--- config.mk ---
export PLATFORM = sky130hd
export DESIGN_NAME = cache_trace_driver
export DESIGN_NICKNAME = d
export VERILOG_FILES = /design/src/rtl/cache_trace_pkg.sv /design/src/rtl/trace_fifo.sv /design/src/rtl/cache_trace_driver.sv
export SDC_FILE = /design/constraint.sdc
export NUM_CORES = 1
export LEC_CHECK = 0
export BUFFER_PORTS_ARGS = -buffer_cell sky130_fd_sc_hd__clkbuf_2
export CAP_MARGIN = 20
export CELL_PAD_IN_SITES_DETAIL_PLACEMENT = 1
export CELL_PAD_IN_SITES_GLOBAL_PLACEMENT = 2
export CORE_MARGIN = 8
export CORE_UTILIZATION = 49
export CTS_BUF_LIST = sky130_fd_sc_hd__clkbuf_16
export DETAILED_ROUTE_END_ITERATION = 12
export PLACE_DENSITY_LB_ADDON = 0.08
export SKIP_CTS_REPAIR_TIMING = 1
export SYNTH_ARGS = -nofsm -noshare
export SYNTH_HDL_FRONTEND = slang
export SYNTH_HIERARCHICAL = 1
export SYNTH_SLANG_ARGS = --single-unit
--- constraint.sdc ---
create_clock -name clk -period 9.2 [get_ports clk]
set_input_delay 0.46 -clock clk [delete_from_list [all_inputs] [get_ports clk]]
set_output_delay 0.46 -clock clk [all_outputs]
set_load 0.05 [all_outputs]
--- src/rtl/cache_trace_pkg.sv ---
// Shared types for the cache trace driver: trace entries, FSM states
// and the op codes / spacer address it understands.
package cache_trace_pkg;

    localparam int ADDR_W = 48;

    localparam logic [7:0] OP_W = 8'h57;
    localparam logic [7:0] OP_R = 8'h52;

    localparam logic [ADDR_W-1:0] SPACER_ADDR = {ADDR_W{1'b1}};

    typedef struct packed {
        logic [ADDR_W-1:0] addr;
        logic [7:0]        op;
        logic              lvl;
    } trace_entry_t;

    typedef enum logic [1:0] {
        IDLE,
        LOAD,
        DRIVE,
        SPACER
    } drv_state_t;

    // Counters stick at all-ones instead of wrapping.
    function automatic logic [15:0] sat_inc(input logic [15:0] v);
        return (v == 16'hFFFF) ? v : v + 16'd1;
    endfunction

endpackage

--- src/rtl/trace_fifo.sv ---
// Synchronous FIFO of trace entries with extra-bit wrap pointers.
// A push into a full FIFO is accepted when a pop happens in the same cycle.
module trace_fifo
    import cache_trace_pkg::*;
#(
    parameter int DEPTH = 16
) (
    input  logic         clk,
    input  logic         reset,
    input  logic         push,
    input  logic         pop,
    input  trace_entry_t wdata,
    output trace_entry_t rdata,
    output logic         full,
    output logic         empty
);

    localparam int AW = $clog2(DEPTH);

    trace_entry_t   mem_q [DEPTH];
    logic [AW:0]    wptr_q;
    logic [AW:0]    rptr_q;
    logic           do_push;
    logic           do_pop;

    assign empty   = (wptr_q == rptr_q);
    assign full    = (wptr_q[AW] != rptr_q[AW]) &&
                     (wptr_q[AW-1:0] == rptr_q[AW-1:0]);
    assign do_pop  = pop && !empty;
    assign do_push = push && (!full || do_pop);
    assign rdata   = mem_q[rptr_q[AW-1:0]];

    // Pointer update; the extra MSB distinguishes full from empty.
    always_ff @(posedge clk or posedge reset) begin
        if (reset) begin
            wptr_q <= '0;
            rptr_q <= '0;
        end else begin
            if (do_push) wptr_q <= wptr_q + (AW+1)'(1);
            if (do_pop)  rptr_q <= rptr_q + (AW+1)'(1);
        end
    end

    // Storage write; contents are don't-care until pointed at.
    always_ff @(posedge clk) begin
        if (do_push) mem_q[wptr_q[AW-1:0]] <= wdata;
    end

endmodule

--- src/rtl/cache_trace_driver.sv ---
// Paces buffered trace entries onto the cache request port, one per hold window.
// Optional macro DUP_SPACER_EN: duplicates get a spacer address instead of being dropped.
module cache_trace_driver
    import cache_trace_pkg::*;
#(
    parameter int DEPTH       = 16,
    parameter int HOLD_CYCLES = 7
) (
    input  logic              clk,
    input  logic              reset,
    input  logic              in_valid,
    output logic              in_ready,
    input  logic [ADDR_W-1:0] in_addr,
    input  logic [7:0]        in_op,
    input  logic              in_lvl,
    output logic [ADDR_W-1:0] cache_addr,
    output logic [7:0]        cache_op,
    output logic              cache_lvl,
    output logic              busy,
    output logic [15:0]       issued_count,
    output logic [15:0]       dup_count,
    output logic [15:0]       bad_op_count
);

    localparam int HW = (HOLD_CYCLES > 1) ? $clog2(HOLD_CYCLES) : 1;
    localparam logic [HW-1:0] HOLD_LAST = HW'(HOLD_CYCLES - 1);

    drv_state_t        state_q, state_d;
    trace_entry_t      entry_q, entry_d;
    trace_entry_t      out_q, out_d;
    logic [ADDR_W-1:0] last_q, last_d;
    logic [HW-1:0]     hold_q, hold_d;
    logic [15:0]       issued_q, issued_d;
    logic [15:0]       dup_q, dup_d;
    logic [15:0]       bad_q, bad_d;

    logic         fifo_push;
    logic         fifo_pop;
    logic         fifo_full;
    logic         fifo_empty;
    trace_entry_t fifo_wdata;
    trace_entry_t fifo_rdata;

    assign fifo_pop   = (state_q == IDLE) && !fifo_empty;
    assign in_ready   = !fifo_full || fifo_pop;
    assign fifo_push  = in_valid && in_ready;
    assign fifo_wdata = '{addr: in_addr, op: in_op, lvl: in_lvl};

    trace_fifo #(
        .DEPTH (DEPTH)
    ) u_fifo (
        .clk   (clk),
        .reset (reset),
        .push  (fifo_push),
        .pop   (fifo_pop),
        .wdata (fifo_wdata),
        .rdata (fifo_rdata),
        .full  (fifo_full),
        .empty (fifo_empty)
    );

    assign cache_addr   = out_q.addr;
    assign cache_op     = out_q.op;
    assign cache_lvl    = out_q.lvl;
    assign busy         = !fifo_empty || (state_q != IDLE);
    assign issued_count = issued_q;
    assign dup_count    = dup_q;
    assign bad_op_count = bad_q;

    // State, held entry, outputs and counters.
    always_ff @(posedge clk or posedge reset) begin
        if (reset) begin
            state_q  <= IDLE;
            entry_q  <= '0;
            out_q    <= '0;
            last_q   <= '0;
            hold_q   <= '0;
            issued_q <= '0;
            dup_q    <= '0;
            bad_q    <= '0;
        end else begin
            state_q  <= state_d;
            entry_q  <= entry_d;
            out_q    <= out_d;
            last_q   <= last_d;
            hold_q   <= hold_d;
            issued_q <= issued_d;
            dup_q    <= dup_d;
            bad_q    <= bad_d;
        end
    end

    // Next state: classify each popped entry, then hold the cache port.
    always_comb begin
        state_d  = state_q;
        entry_d  = entry_q;
        out_d    = out_q;
        last_d   = last_q;
        hold_d   = hold_q;
        issued_d = issued_q;
        dup_d    = dup_q;
        bad_d    = bad_q;
        unique case (state_q)
            IDLE: begin
                if (!fifo_empty) begin
                    entry_d = fifo_rdata;
                    state_d = LOAD;
                end
            end
            LOAD: begin
                if (entry_q.op != OP_W && entry_q.op != OP_R) begin
                    bad_d   = sat_inc(bad_q);
                    state_d = IDLE;
                end else if (entry_q.addr == last_q) begin
                    dup_d = sat_inc(dup_q);
`ifdef DUP_SPACER_EN
                    out_d.addr = SPACER_ADDR;
                    out_d.op   = entry_q.op;
                    out_d.lvl  = entry_q.lvl;
                    hold_d     = HOLD_LAST;
                    state_d    = SPACER;
`else
                    state_d = IDLE;
`endif
                end else begin
                    out_d    = entry_q;
                    last_d   = entry_q.addr;
                    issued_d = sat_inc(issued_q);
                    hold_d   = HOLD_LAST;
                    state_d  = DRIVE;
                end
            end
            DRIVE: begin
                if (hold_q == '0) begin
                    state_d = IDLE;
                end else begin
                    hold_d = hold_q - HW'(1);
                end
            end
`ifdef DUP_SPACER_EN
            SPACER: begin
                if (hold_q == '0) begin
                    out_d    = entry_q;
                    last_d   = entry_q.addr;
                    issued_d = sat_inc(issued_q);
                    hold_d   = HOLD_LAST;
                    state_d  = DRIVE;
                end else begin
                    hold_d = hold_q - HW'(1);
                end
            end
`endif
            default: begin
                state_d = IDLE;
            end
        endcase
    end

endmodule

After elaboration in Yosys (flattened, before gate mapping)
Memories as Yosys holds them, arrays and structs flattened. A register that Yosys moved wholly into a read port is not among the register bits.
Cells that the tools add are included.
{"block": "word_totals", "reg_bits": 120, "ramBits": 912, "in_bits": 60, "wordCells": 72, "memories": 1, "output_inout_bits": 107}
{"block": "classes", "add_sub_neg": 6, "n_mux": 11, "bitwise_logic": 6, "n_reduce_logical": 22, "n_eq_ne": 16}
{"memory": "u_fifo.mem_q", "words": 16, "word_bits": 57, "read_ports": 1, "rd_ports_with_merged_regs": 1, "wr": 1, "line_no": "trace_fifo.sv:20", "source": "trace_entry_t mem_q [DEPTH];"}
{"cell": "$add A16 B1 Y16 const B", "n": 3}
{"cell": "$eq A16 B16 Y1 const B", "n": 3}
{"cell": "$eq A48 B48 Y1", "n": 1}
{"cell": "$ne A8 B7 Y1 const B", "n": 2}
{"cell": "$reduce_and A4 Y1", "n": 3}
{"cell": "$add A5 B1 Y5 const B", "n": 2}
{"cell": "$ne A2 B2 Y1 const B", "n": 5}
{"cell": "$mux W3", "n": 3}
{"cell": "$mux W2", "n": 4}
{"cell": "$logic_and A1 B1 Y1", "n": 6}
{"cell": "$not A1 Y1", "n": 6}
{"cell": "$pmux W2 S3", "n": 1}
{"cell": "$pmux W3 S2", "n": 1}
{"cell": "$reduce_and A3 Y1", "n": 2}
{"cell": "$eq A5 B5 Y1", "n": 1}
{"cell": "$eq A4 B4 Y1", "n": 1}
{"cell": "$reduce_and A2 Y1", "n": 2}
{"cell": "$reduce_bool A2 Y1", "n": 2}
{"cell": "$logic_not A3 Y1", "n": 1}
{"cell": "$logic_or A1 B1 Y1", "n": 3}
{"cell": "$sub A3 B1 Y3 const B", "n": 1}
{"cell": "$eq A2 B1 Y1 const B", "n": 1}
{"cell": "$eq A2 B2 Y1 const B", "n": 1}
{"cell": "$logic_not A1 Y1", "n": 2}
{"cell": "other kinds (3)", "n": 4}

Longest topological paths before layout
{"block": "logic_depth", "word_depth": 8, "mapped_depth": 13, "mapped_depth_nobuf": 10}

Cells and area by module
Netlist, hierarchy kept.
{"mod": "trace_fifo", "cells_each": 1461, "seq_area_each_um2": 27636.5, "n_inst": 1, "area_each_um2": 34705.8}
{"mod": "cache_trace_driver", "cells_each": 553, "seq_area_each_um2": 4179.0, "n_inst": 1, "area_each_um2": 7365.8}

Worst setup path before layout
Ideal clock, no wire load.
{"block": "synth_path", "path_kind": "register to register", "start": "register u_fifo.wptr_q[3]", "end": "memory u_fifo/mem_q[3][0] (netlist bit), enable pin", "required_ns": 8.658, "arrival_ns": 6.502, "synth_period_minus_slack_ns": 7.044, "stages_incl_launch_ff": 12, "path_slack_ns": 2.156, "n_path_buf": 2, "setup_time_ns": 0.542, "cell_sequence": "dfrtp_1 > clkbuf_2 > xnor2_1 > nand4_1 > nand2b_1 > inv_1 > nor3_1 > clkbuf_1 > nand2b_1 > and2_1 > o311ai_4 > nor3_1"}
{"block": "synth_via", "elab_chain_cells": 8, "elab_cells_between_ends": 13, "classes_between": "eq/ne: 2; mux: 2; reduce/logical: 9"}
{"element": "start: declaration", "line_no": "trace_fifo.sv:21", "source": "logic [AW:0] wptr_q;"}
{"element": "start signal: assignment", "line_no": "trace_fifo.sv:39", "source": "if (do_push) wptr_q <= wptr_q + (AW+1)'(1);"}
{"element": "$eq A5 B5 Y1", "line_no": "trace_fifo.sv:26", "source": "assign empty = (wptr_q == rptr_q);"}
{"element": "via fifo_empty", "line_no": "cache_trace_driver.sv:40", "source": "logic fifo_empty;"}
{"element": "$logic_not A1 Y1", "line_no": "cache_trace_driver.sv:44", "source": "assign fifo_pop = (state_q == IDLE) && !fifo_empty;"}
{"element": "$logic_and A1 B1 Y1", "line_no": "cache_trace_driver.sv:44"}
{"element": "$logic_or A1 B1 Y1", "line_no": "cache_trace_driver.sv:45", "source": "assign in_ready = !fifo_full || fifo_pop;"}
{"element": "via in_ready", "line_no": "cache_trace_driver.sv:12", "source": "output logic in_ready,"}
{"element": "$logic_and A1 B1 Y1", "line_no": "cache_trace_driver.sv:46", "source": "assign fifo_push = in_valid && in_ready;"}
{"element": "via fifo_push", "line_no": "cache_trace_driver.sv:37", "source": "logic fifo_push;"}
{"element": "$logic_and A1 B1 Y1", "line_no": "trace_fifo.sv:30", "source": "assign do_push = push && (!full || do_pop);"}
{"element": "$mux W1", "line_no": "trace_fifo.sv:46", "source": "if (do_push) mem_q[wptr_q[AW-1:0]] <= wdata;"}
{"element": "$mux W1 (implied by the code)", "line_no": "trace_fifo.sv:46"}
{"element": "end: declaration", "line_no": "trace_fifo.sv:20"}
The timed path passes the listed nets, and every way through them passes these cells.

Worst setup path in the final report
{"block": "layout_path", "start": "register u_fifo.rptr_q[0]", "end": "register entry_q[43] (netlist bit)"}
{"block": "layout_via", "elab_chain_cells": 3}
{"element": "start: declaration", "line_no": "trace_fifo.sv:22", "source": "logic [AW:0] rptr_q;"}
{"element": "start signal: assignment", "line_no": "trace_fifo.sv:40", "source": "if (do_pop) rptr_q <= rptr_q + (AW+1)'(1);"}
{"element": "$eq A5 B5 Y1", "line_no": "trace_fifo.sv:26"}
{"element": "$not A1 Y1 (no source line)"}
{"element": "$reduce_and A2 Y1 (no source line)"}
{"element": "end signal: assignment", "line_no": "cache_trace_driver.sv:83", "source": "entry_q <= entry_d;"}
{"element": "end: declaration", "line_no": "cache_trace_driver.sv:29", "source": "trace_entry_t entry_q, entry_d;"}
Parallel ways exist; a longest one is shown, timed or not.
A chain may end at the register's enable or synchronous reset.

==> reports/summary.txt <==
Clock Power Share -> 29.2%
Synth area leaders -> edfxtp_1 (65%), mux4_2 (12%), dfrtp_1 (11%)
Worst path arrival time -> 5.37 ns
Seq cells post-synth -> 1,089
Via Count -> 20.6k
Initial antenna violation count -> 6
Status -> finished clean
Die Width -> 309 um
Final setup vio count -> 0
Buffers on Ports -> 166
Share of the yosys chip area belonging to registers -> 75.6%
Fin Setup TNS -> 0 ns
Combinational share of power -> 28.4%
Crit path capture type -> register
Worst-Margin Slew -> 1.15 ns
Clock sink count -> 1,089
Clk buf depth -> 3
Critical path class -> register to register
CTS H-tree depth -> 3
P_int -> 10.5 mW
Post-Route WL -> 103,000 um
Syn nets -> 2,084
WL/cell -> 29.7 um
Core Area -> 85,100 um2
First-pass GRT wire length -> 152,000 um
Final Hold Vio Count -> 0
Number of buffers created by CTS -> 113
P&R area growth vs syn -> 14.0%
Post-Layout Inst Area -> 48,000 um2
Top-area cell type share of the netlist area -> 65.1%
Syn Area/Cell -> 20.9 um2
Mapped Area -> 42,100 um2
DRC viols -> 0
Predominant post-synthesis flop cell -> edfxtp_1
Row Count -> 107
Placed instance count -> 3,257
Grt ovf -> 0
CP Launch Type -> register
Post-route ant nets -> 0
DRT Pass-1 Iters -> 5
Final std cells w/o fill -> 3,478
Most used cell, CP -> buf_4
GR Util All Layers -> 21.8%
Clk_lat worst skew -> 0.67 ns
GPL Wtd Cong -> 0.761
Netlist cell types -> 43
Syn Inst Count -> 2,014
CP Max Fanout -> 49
Net Sw Frac -> 31.9%
Fraction of registers with async set/reset -> 16.3%
Crit path max-delay family -> buffers and inverters
Critical-path top delay cell -> buf_4
Seq pwr share -> 42.5%
Peak supply drop -> 231 uV
Number of DRC markers in iteration 0 -> 1,574
Synth Warn # -> 6
Starting Density -> 49.4%
Rel. slew slack -> 23.3%
CTS tree -> yes
Top cell type by total area after synthesis -> edfxtp_1
Hpwl dp -> 58,700 um
Clock Skews -> 0.0236 ns
Pwr dens -> 320 nW/um2
Hold WS -> 0.206 ns
Drt via density -> 5.93
Unrepaired setup endpoints after global routing -> false
Number of synthesized flops with an enable pin -> 912
Design Power -> 15.4 mW
Vias in the first global route -> 22.3k
Psw -> 4.90 mW
CP Cell Sequence -> buf_4 > buf_4 > buf_4 > mux4_2 > a22oi_1 > nand2_1 > mux2_2
Number of buffers and inverters on the critical path -> 3
Clock root cell -> clkbuf_16
Largest stage delay, worst path -> 0.88 ns
I/O Pins -> 167
Final Max Slew Viols -> 0
Placed Area -> 44,200 um2
Share of layout cells above drive strength 1 -> 31.4%
Die Span Y -> 309 um
Tmin final -> 4.82 ns
Largest net degree at the start of global routing -> 118
Clk pin slew, worst setup/hold paths -> 0.06 ns
Fin crit share -> 52.4%
Leakage power -> 16.9 nW
Die area -> 95,500 um2
Max Fclk -> 0.207 GHz
Final #Nets -> 2,304
HP Class -> input pin to register
Max-Cap Viols -> 0
WP data required -> 9.75 ns
Fillers -> 7,405
area by class of cell:
type / count / area (um2) / share of cell area [%]
Antenna cell: 3 / 7.51 / 0.0156
Clock buffer: 114 / 2850 / 5.95
Clock inverter: 98 / 808 / 1.68
Inverter: 11 / 48.8 / 0.102
Multi-Input combinational cell: 816 / 9810 / 20.4
Sequential cell: 1089 / 31800 / 66.3
Tap cell: 1144 / 1430 / 2.98
Timing Repair Buffer: 203 / 1200 / 2.50
metal layers:
metal | GRT usage [%] | wire length [um] | up-vias
met5 | 0 | 13 | -
met4 | 6.54 | 2530 | 2
met3 | 4.33 | 6420 | 141
met2 | 35.4 | 50400 | 613
met1 | 29.9 | 44100 | 11100
li1 | - | - | 8716
layout by cell type (no fill, tap or decap), drive strengths merged, types with 14 or more instances in the layout:
cell / netlist / routed
a22oi: 114 / 114
nand2: 74 / 74
nor4: 25 / 25
xnor2: 42 / 42
buf: 44 / 36
nand3: 21 / 21
clkbuf: 54 / 280
bufinv: 0 / 14
xor2: 63 / 63
edfxtp: 912 / 912
and3: 23 / 23
mux4: 228 / 228
mux2: 114 / 114
clkinv: 0 / 44
inv: 11 / 46
nand4: 24 / 24
dfrtp: 177 / 177
cells by family after synthesis:
| family | after synthesis | synth area share (%) |
|---|---|---|
| fa+ha+maj | 10 | 0.297 |
| buf+inv | 109 | 1.34 |
| compound gates | 130 | 2.34 |
| mux | 343 | 15.3 |
| simple gates | 228 | 2.90 |
| flops | 1089 | 75.6 |
| xor+xnor | 105 | 2.19 |
cells in the mapped netlist, drive strengths merged (4+ instances only):
master,count
and4,8
xnor2,42
nand2,74
nor2,11
nor3,11
clkbuf,54
nor4,25
nand4,24
inv,11
buf,44
a22oi,114
dfrtp,177
mux2,114
nor2b,12
and3,23
and2,8
edfxtp,912
nand3,21
nand2b,7
mux4,228
a21oi,4
ha,10
xor2,63
metrics by stage:
stage          setup WS [ns]  util, %
2_1_floorplan           2.16        -
3_3_place_gp            4.23     51.9
3_5_place_dp            4.20     51.9
4_1_cts                 4.19     56.2
5_1_grt                 3.90     56.3
6_report                4.38     56.4
state kept, by name (all words and copies together) (netlist names):
register and flops:
dup_count 16, cache_op 8, state_q 2, entry_q 57, issued_count 16, last_q 48, u_fifo/mem_q 912, cache_lvl 1
bad_op_count 16, u_fifo/rptr_q 5, u_fifo/wptr_q 5, hold_q 3
worst reg2reg max path, cell delays in order, from the launching register on:
cell,delay [ns]
dfrtp_4,0.78
buf_4,0.73
buf_4,0.89
buf_4,0.92
mux4_2,0.65
a22oi_1,0.35
nand2_1,0.12
mux2_2,0.27
path summary, 6_finish.rpt:
kind / start / endpoint / slack (ns) / cells past startpoint
worst max-delay path: u_fifo/rptr_q[0] / entry_q[43] / 4.38 / 7
worst min-delay path: in_addr[4] / u_fifo/mem_q[14][13] / 0.21 / 1
worst max register to register: u_fifo/rptr_q[0] / entry_q[43] / 4.38 / 7
worst min register to register: cache_op[4] / cache_op[4] / 0.46 / 1
max in group asynchronous: reset / bad_op_count[10] / 7.42 / 5
min in group asynchronous: reset / u_fifo/wptr_q[3] / 0.45 / 3
power by group through the flow:
stage	Combinational (mW)	Sequential, mW	Clock (mW)
floorplan	2.91	6.68	0
global placement	4.35	6.61	0
detailed placement	4.41	6.65	0
CTS	4.44	6.55	4.59
global route	4.68	6.61	4.75
finish	4.36	6.53	4.48
Power figures use the tool's default switching activity.
